`config.mk`:
```
export PLATFORM = sky130hd
export DESIGN_NAME = imem_loader
export DESIGN_NICKNAME = d
export VERILOG_FILES = /design/src/rtl/imem_loader_pkg.sv /design/src/rtl/imem_loader_uart_rx.sv /design/src/rtl/imem_loader.sv
export SDC_FILE = /design/constraint.sdc
export NUM_CORES = 1
export LEC_CHECK = 0
export CAP_MARGIN = 30
export CELL_PAD_IN_SITES_DETAIL_PLACEMENT = 1
export CELL_PAD_IN_SITES_GLOBAL_PLACEMENT = 1
export CORE_ASPECT_RATIO = 1.4
export CORE_UTILIZATION = 36
export DETAILED_ROUTE_END_ITERATION = 12
export GPL_TIMING_DRIVEN = 0
export PLACE_DENSITY_LB_ADDON = 0.12
export SETUP_SLACK_MARGIN = 0.3
export SYNTH_ARGS = -nofsm -noshare
export SYNTH_HDL_FRONTEND = slang
export SYNTH_SLANG_ARGS = --single-unit
```
`constraint.sdc`:
```
create_clock -name clk -period 4.6 [get_ports clk]
set_input_delay 0.69 -clock clk [delete_from_list [all_inputs] [get_ports clk]]
set_output_delay 0.69 -clock clk [all_outputs]
set_load 0.05 [all_outputs]
```
`src/rtl/imem_loader_pkg.sv`:
```
// Shared types and constants for the boot-time imem loader.
// Frame FSM and UART receiver state encodings.
package imem_loader_pkg;

  typedef enum logic [2:0] {
    S_LEN_LO,
    S_LEN_HI,
    S_WORD,
    S_WRITE,
    S_CHECK,
    S_DONE,
    S_ERROR
  } ld_state_e;

  typedef enum logic [1:0] {
    RX_IDLE,
    RX_START,
    RX_DATA,
    RX_STOP
  } rx_state_e;

  localparam int LEN_BYTES  = 2;
  localparam int WORD_BYTES = 4;
  localparam int IDX_W      = 8 * LEN_BYTES;

endpackage

```
`src/rtl/imem_loader_uart_rx.sv`:
```
// 8N1 UART receiver with 2-flop synchronizer.
// Emits a one-cycle byte_valid or frame_err after the stop-bit sample.
module uart_rx
  import imem_loader_pkg::*;
#(
  parameter int CLKS_PER_BIT = 100
) (
  input  logic       clk,
  input  logic       reset,
  input  logic       rx,
  output logic       byte_valid,
  output logic [7:0] byte_data,
  output logic       frame_err
);

  localparam int CNT_W = $clog2(CLKS_PER_BIT);
  localparam logic [CNT_W-1:0] FULL =
    CNT_W'(CLKS_PER_BIT - 1);
  localparam logic [CNT_W-1:0] HALF =
    CNT_W'(CLKS_PER_BIT / 2 - 1);

  rx_state_e        state_q, state_d;
  logic             sync1_q, sync1_d;
  logic             sync2_q, sync2_d;
  logic             prev_q, prev_d;
  logic [CNT_W-1:0] baud_q, baud_d;
  logic [2:0]       bit_q, bit_d;
  logic [7:0]       shift_q, shift_d;
  logic             valid_q, valid_d;
  logic             ferr_q, ferr_d;

  always_comb begin
    sync1_d = rx;
    sync2_d = sync1_q;
    prev_d  = sync2_q;
    state_d = state_q;
    baud_d  = baud_q + 1'b1;
    bit_d   = bit_q;
    shift_d = shift_q;
    valid_d = 1'b0;
    ferr_d  = 1'b0;
    unique case (state_q)
      RX_IDLE: begin
        baud_d = '0;
        if (prev_q && !sync2_q) state_d = RX_START;
      end
      RX_START: begin
        if (baud_q == HALF) begin
          baud_d  = '0;
          bit_d   = '0;
          state_d = sync2_q ? RX_IDLE : RX_DATA;
        end
      end
      RX_DATA: begin
        if (baud_q == FULL) begin
          baud_d  = '0;
          shift_d = {sync2_q, shift_q[7:1]};
          bit_d   = bit_q + 3'd1;
          if (bit_q == 3'd7) state_d = RX_STOP;
        end
      end
      RX_STOP: begin
        if (baud_q == FULL) begin
          baud_d  = '0;
          valid_d = sync2_q;
          ferr_d  = !sync2_q;
          state_d = RX_IDLE;
        end
      end
      default: state_d = RX_IDLE;
    endcase
  end

  always_ff @(posedge clk) begin
    if (reset) begin
      state_q <= RX_IDLE;
      sync1_q <= 1'b1;
      sync2_q <= 1'b1;
      prev_q  <= 1'b1;
      baud_q  <= '0;
      bit_q   <= '0;
      shift_q <= '0;
      valid_q <= 1'b0;
      ferr_q  <= 1'b0;
    end else begin
      state_q <= state_d;
      sync1_q <= sync1_d;
      sync2_q <= sync2_d;
      prev_q  <= prev_d;
      baud_q  <= baud_d;
      bit_q   <= bit_d;
      shift_q <= shift_d;
      valid_q <= valid_d;
      ferr_q  <= ferr_d;
    end
  end

  assign byte_valid = valid_q;
  assign byte_data  = shift_q;
  assign frame_err  = ferr_q;

endmodule

```
`src/rtl/imem_loader.sv`:
```
// Boot image loader: UART frame -> imem writes, holds CPU in reset
// until a checksum-verified image has been written.
module imem_loader
  import imem_loader_pkg::*;
#(
  parameter int CLKS_PER_BIT = 100,
  parameter int ADDR_W       = 8,
  parameter int IMEM_WORDS   = 256
) (
  input  logic              clk,
  input  logic              reset,
  input  logic              rx,
  output logic              imem_we,
  output logic [ADDR_W-1:0] imem_addr,
  output logic [31:0]       imem_wdata,
  output logic              cpu_reset,
  output logic              done,
  output logic              error
);

  logic       byte_valid;
  logic [7:0] byte_data;
  logic       frame_err;

  uart_rx #(
    .CLKS_PER_BIT(CLKS_PER_BIT)
  ) u_rx (
    .clk       (clk),
    .reset     (reset),
    .rx        (rx),
    .byte_valid(byte_valid),
    .byte_data (byte_data),
    .frame_err (frame_err)
  );

  ld_state_e         state_q, state_d;
  logic [IDX_W-1:0]  len_q, len_d;
  logic [IDX_W-1:0]  idx_q, idx_d;
  logic [31:0]       asm_q, asm_d;
  logic [7:0]        chk_q, chk_d;
  logic [1:0]        bcnt_q, bcnt_d;
  logic              we_q, we_d;
  logic [ADDR_W-1:0] addr_q, addr_d;
  logic [31:0]       wdata_q, wdata_d;
  logic              done_q, done_d;
  logic              err_q, err_d;
  logic              cpu_rst_q, cpu_rst_d;
  logic [IDX_W-1:0]  n_len;

  assign n_len = {byte_data, len_q[7:0]};

  always_comb begin
    state_d = state_q;
    len_d   = len_q;
    idx_d   = idx_q;
    asm_d   = asm_q;
    chk_d   = chk_q;
    bcnt_d  = bcnt_q;
    we_d    = 1'b0;
    addr_d  = addr_q;
    wdata_d = wdata_q;
    unique case (state_q)
      S_LEN_LO: begin
        if (byte_valid) begin
          len_d   = {8'h00, byte_data};
          state_d = S_LEN_HI;
        end
      end
      S_LEN_HI: begin
        if (byte_valid) begin
          len_d = n_len;
          if (n_len == '0)
            state_d = S_CHECK;
          else if (32'(n_len) > IMEM_WORDS)
            state_d = S_ERROR;
          else
            state_d = S_WORD;
        end
      end
      S_WORD: begin
        if (byte_valid) begin
          asm_d  = {byte_data, asm_q[31:8]};
          chk_d  = chk_q ^ byte_data;
          bcnt_d = bcnt_q + 2'd1;
          if (bcnt_q == 2'(WORD_BYTES - 1)) begin
            state_d = S_WRITE;
            we_d    = 1'b1;
            addr_d  = ADDR_W'(idx_q);
            wdata_d = asm_d;
          end
        end
      end
      S_WRITE: begin
        idx_d   = idx_q + 1'b1;
        state_d = (idx_d == len_q) ? S_CHECK : S_WORD;
      end
      S_CHECK: begin
        if (byte_valid)
          state_d = (byte_data == chk_q) ? S_DONE : S_ERROR;
      end
      S_DONE, S_ERROR: ;
      default: state_d = S_ERROR;
    endcase
    // A bad stop bit aborts the load unless already terminal.
    if (frame_err && state_q != S_DONE && state_q != S_ERROR) begin
      state_d = S_ERROR;
      we_d    = 1'b0;
    end
    done_d    = (state_d == S_DONE);
    err_d     = (state_d == S_ERROR);
    cpu_rst_d = (state_d != S_DONE);
  end

  always_ff @(posedge clk) begin
    if (reset) begin
      state_q   <= S_LEN_LO;
      len_q     <= '0;
      idx_q     <= '0;
      asm_q     <= '0;
      chk_q     <= '0;
      bcnt_q    <= '0;
      we_q      <= 1'b0;
      addr_q    <= '0;
      wdata_q   <= '0;
      done_q    <= 1'b0;
      err_q     <= 1'b0;
      cpu_rst_q <= 1'b1;
    end else begin
      state_q   <= state_d;
      len_q     <= len_d;
      idx_q     <= idx_d;
      asm_q     <= asm_d;
      chk_q     <= chk_d;
      bcnt_q    <= bcnt_d;
      we_q      <= we_d;
      addr_q    <= addr_d;
      wdata_q   <= wdata_d;
      done_q    <= done_d;
      err_q     <= err_d;
      cpu_rst_q <= cpu_rst_d;
    end
  end

  assign imem_we    = we_q;
  assign imem_addr  = addr_q;
  assign imem_wdata = wdata_q;
  assign cpu_reset  = cpu_rst_q;
  assign done       = done_q;
  assign error      = err_q;

endmodule

```
---- Word level (Yosys, flattened, before mapping) ----
Index checks and enable logic that the tools add are counted.
word-level totals
  output and inout port bits .............. 44
  bits of input ports ..................... 3
  bits in registers ....................... 146
  bits in writable memories ............... 0
  memory bits (read-only) ................. 0
  memories kept ........................... 0
  logic and storage cells ................. 108
  bits in latches ......................... 0
operators by class
  bitwise logic cells ..................... 6
  add/sub/neg operators ................... 4
  divide/modulo/power cells ............... 0
  reductions and logical operators ........ 20
  magnitude comparators ................... 1
  equal/unequal tests ..................... 27
  mux-type cells .......................... 28
  shift operators ......................... 0
  multipliers ............................. 0
operators by type and width
  operator               count
  $mux 3                 11
  $mux 16                2
  $pmux 16 s2            1
  $pmux 7 s3             1
  $eq 3x3->1 const B     6
  $pmux 3 s6             1
  $add 16x1->16 const B  1
  $eq 16x16->1           1
  $gt 16x9->1 const B    1
  $logic_not 16->1       1
  $mux 2                 7
  $mux 7                 2
  $ne 2x1->1 const B     7
  $reduce_and 3->1       4
  $ne 3x3->1 const B     3
  $eq 8x8->1             1
  $pmux 2 s4             1
  $xor 8x8->8            1
  $add 7x1->7 const B    1
  $eq 7x6->1 const B     1
  $eq 7x7->1 const B     1
  $eq 2x2->1 const B     3
  $eq 3x2->1 const B     2
  $pmux 3 s2             1
  other kinds (16)       25

---- Logic depth before layout (Yosys ltp) ----
  depth after elaboration ................. 7
  gate-level depth with buffers ........... 9
  mapped depth without buffers ............ 8

---- Hierarchy ----
A second synthesis with hierarchy kept.
unflattened totals
  cells, all modules ...................... 714
  area total of the unflattened synthesis .. 5888.1 µm²
modules (own cells, without submodules)
  module       area each (µm²)  sequential area each (µm²)  cells an instance  instances
  imem_loader  4872.2           2262.2                      607                1
  uart_rx      1016.0           500.5                       107                1

---- Least setup slack after synthesis ----
OpenSTA, ideal clock, no wires.
  kind .................................... reg-to-reg
  start ................................... reg idx_q[0]
  end ..................................... reg state_q[1]
  path buffers ............................ 0
  required time ........................... 4.486 ns
  arrival time ............................ 1.990 ns
  cell stages (with the launch flop) ...... 8
  library setup time ...................... 0.114 ns
  path slack .............................. 2.496 ns
  period minus slack after synthesis ...... 2.104 ns
  cell sequence ........................... dfxtp_1 ha_1 nand3_2 or3_4 a211o_1 a211oi_2 nand4_1 a21o_1
between the ends
  cells in the longest elaborated chain, start to end .. 5
ends and longest elaborated chain
  what                    line                text
  start, declared         imem_loader.sv:38   logic [IDX_W-1:0] idx_q, idx_d;
  start signal, assigned  imem_loader.sv:131  idx_q <= idx_d;
  $add 16x1->16           imem_loader.sv:94   idx_d = idx_q + 1'b1;
  $eq 16x16->1            imem_loader.sv:95   state_d = (idx_d == len_q) ? S_CHECK : S_WORD;
  $mux 3                  imem_loader.sv:95
  $pmux 3 s6              imem_loader.sv:62   unique case (state_q)
  $mux 3                  imem_loader.sv:105  if (frame_err && state_q != S_DONE && state_q != S_ERROR) begin
  end signal, assigned    imem_loader.sv:129  state_q <= state_d;
  end, declared           imem_loader.sv:36   ld_state_e state_q, state_d;
No other way between the ends.
A chain may end at the register's enable or synchronous reset.

---- Worst setup path in the final report ----
Ends and elaborated chain as after synthesis.

==> results.yml <==
sta:
  period_needed_ns: 2.51
  grt_setup_unrepaired: "no"
  report.final.slew_viol_count: 0
  fmax_ghz: 0.399
  whs_ns: 0.415
  worst_slew_pin_slew_ns: 0.715
  slew_headroom: 0.523
  hold_viol: 0
  setup_violations: 0
  skew_ns: 0.00542
  tns_ns: 0
  fin_crit_sh: 0.545
  setup_slack_ns: 2.09
detailed_routing:
  first_pass_iters: 4
  drc: 0
  wl_per_cell_microns: 16.6
  drt_wl_total_microns: 16300
  vias: 5002
  ant_nets: 0
  via_per_inst: 5.08
  drt_iter0_drc: 215
clock_tree:
  worstSkewPairLatency_ns: 0.43
  clk_pin_slew_ns: 0.06
  clockBufferDepth: 2
  post-cts-setup-buffer-count: 0
  holdBufCountCts: 0
  cts_tree: "done"
  cts_root_buf: "clkbuf_16"
  cts.sinks: 138
  cts_resized: 0
  cts_buffers: 17
  cts.htree.levels: 4
synth:
  synth.avg_cell_area_sq_um: 8.21
  ys_seq_elements: 138
  seq_area_frac_synth: 0.474
  ys_top_cells_by_area: "dfxtp_1, nand2_1, a21oi_1"
  syn_inst: 710
  ys_warn_count: 0
  netlist.area_leader.share: 0.474
  syn_area_sq_mm: 0.00583
  synth_top_cell_by_area: "dfxtp_1"
  syn_nets: 723
  synth_edf_count: 0
  ys.flop_type: "dfxtp_1"
  ys_async_sr_fraction: 0
  synth.distinct_cells: 58
layout:
  final_cell_mix: "nand2_1, dfxtp_1, a21oi_1"
  mostFrequentLayoutCell: "nand2_1"
  fill_cells: 1897
  final_nets: 788
  drive_gt1_frac: 0.0799
  area_growth_pct: 22.0
  insertedDiodeCount: 0
floorplan:
  ios: 47
  start_util: 0.372
  core_sq_mm: 0.0157
  rows: 54
  dieHeight_microns: 153
  die_area_sq_mm: 0.0167
  dieWidth_microns: 110
worst_setup_path:
  crit_chain: "ha_1 -> nand3_2 -> or4_1 -> o21ai_0 -> a311o_1 -> nand4_1 -> a21o_1"
  path_class: "register to register"
  crit_slowest_cell: "or4_1"
  end_kind: "register"
  critPathTopFamily: "simple AND/OR/NAND/NOR gates"
  cp.arrival_ns: 2.83
  startpoint_type: "register"
  worst_ep_required_time_ns: 4.92
  worst-path-buf-inv: 0
  critPathMaxStageDelay_ns: 0.60
  worstRegToRegCells: 7
  crit_fanout: 9
  crit_cells: 7
global_routing:
  first_global_vias: 5321
  grt_pass1_wl_microns: 27200
  grt_max_degree: 17
  antenna_found_initial: 0
  grt_overflow_total: 0
  grt_usage: 0.213
power_and_ir_drop:
  max-vdd-ir-drop_uv: 250
  p_leak_uw: 0.00253
  p_per_area_mw_per_mm2: 365
placed_design:
  gp_congestion: 0.776
  pre_cts_ws_ns: 2.04
  dp_hpwl_microns: 12000
  io_buffers: 46
min_path:
  hold_path_depth: 1
  hold_class: "register to register"
status:
  outcome: "finished clean"
job:
  cap_violations: 0
layer usage:
metal,part of all wire,vias up,GRT usage
met2,0.54,65,0.395
met4,0.018,0,0.0806
met1,0.41,2421,0.234
met3,0.025,19,0.0389
li1,-,2497,-
met5,0,-,0
where the power goes:
part / internal (uW) / switching (uW) / leakage [uW]
sequential: 1200 / 3.06 / 0.00111
combinational: 15.5 / 40.5 / 0.00114
clock: 796 / 543 / 0.000279
total: 2010 / 586 / 0.00253
per-stage QoR:
stage               cell area (sq um)  instances  total power, uW   util
global placement                 6540        952             1280  0.417
finish                           7110        984             2600  0.454
detailed placement               6540        952             1280  0.417
global route                     7110        984             2680  0.454
CTS                              7110        984             2620  0.454
floorplan                        5830        710             1260      -
registers in the layout, summed over array words and instances, names as in the netlist, named ones only:
signal / flops
len_q: 16
u_rx.baud_q: 7
imem_wdata: 32
u_rx.frame_err: 1
state_q: 3
u_rx.sync1_q: 1
u_rx.byte_valid: 1
imem_we: 1
imem_addr: 8
cpu_reset: 1
u_rx.state_q: 1
u_rx.byte_data: 8
u_rx.prev_q: 1
chk_q: 8
bcnt_q: 2
u_rx.bit_q: 3
u_rx.prev_d: 1
done: 1
asm_q: 24
error: 1
idx_q: 16
layout make-up:
cell class | count | area [sq um] | area share
flip-flops and latches | 138 | 2760 | 0.388
clock inverters | 15 | 151 | 0.0213
clock buffers | 17 | 425 | 0.0598
plain buffers | 54 | 229 | 0.0322
repair buffers | 46 | 460 | 0.0647
multi-input cells | 511 | 2810 | 0.395
inverters | 7 | 26.3 | 0.00369
well taps | 196 | 245 | 0.0345
Yosys cell counts (all sizes together), types with 2 or more instances:
| cell type | instances |
|---|---|
| nand2 | 175 |
| dfxtp | 138 |
| a21oi | 90 |
| nor2 | 53 |
| clkbuf | 38 |
| xor2 | 34 |
| nand3 | 22 |
| xnor2 | 20 |
| buf | 16 |
| mux2i | 12 |
| ha | 10 |
| o21ai | 9 |
| nor4 | 8 |
| inv | 7 |
| nand4 | 7 |
| nor3 | 7 |
| or3 | 7 |
| and3 | 5 |
| nor2b | 4 |
| a211oi | 3 |
| nand2b | 3 |
| nor3b | 3 |
| o22ai | 3 |
| or2 | 3 |
| a22oi | 2 |
| a31oi | 2 |
| and2 | 2 |
| o21a | 2 |
| o31ai | 2 |
| or3b | 2 |
| or4 | 2 |
path summary, 6_finish.rpt:
path | startpoint | to | slack (ns)
worst max-delay path | idx_q[0] | state_q[1] | 2.09
worst min register to register | u_rx.sync1_q | u_rx.prev_d | 0.42
worst max register to register | idx_q[0] | state_q[1] | 2.09
worst min-delay path | u_rx.sync1_q | u_rx.prev_d | 0.42
kinds of logic (layout without fill, tap and decap cells):
logic type      Yosys count  count (layout)  share of synthesized area
flops                   138             138                      0.474
mux                      13              13                     0.0225
buf+inv                  61             139                     0.0438
compound gates          125             125                      0.121
simple gates            309             309                      0.237
xor+xnor                 54              54                     0.0811
fa+ha+maj                10              10                     0.0215
(Power assumes the default switching activity.)
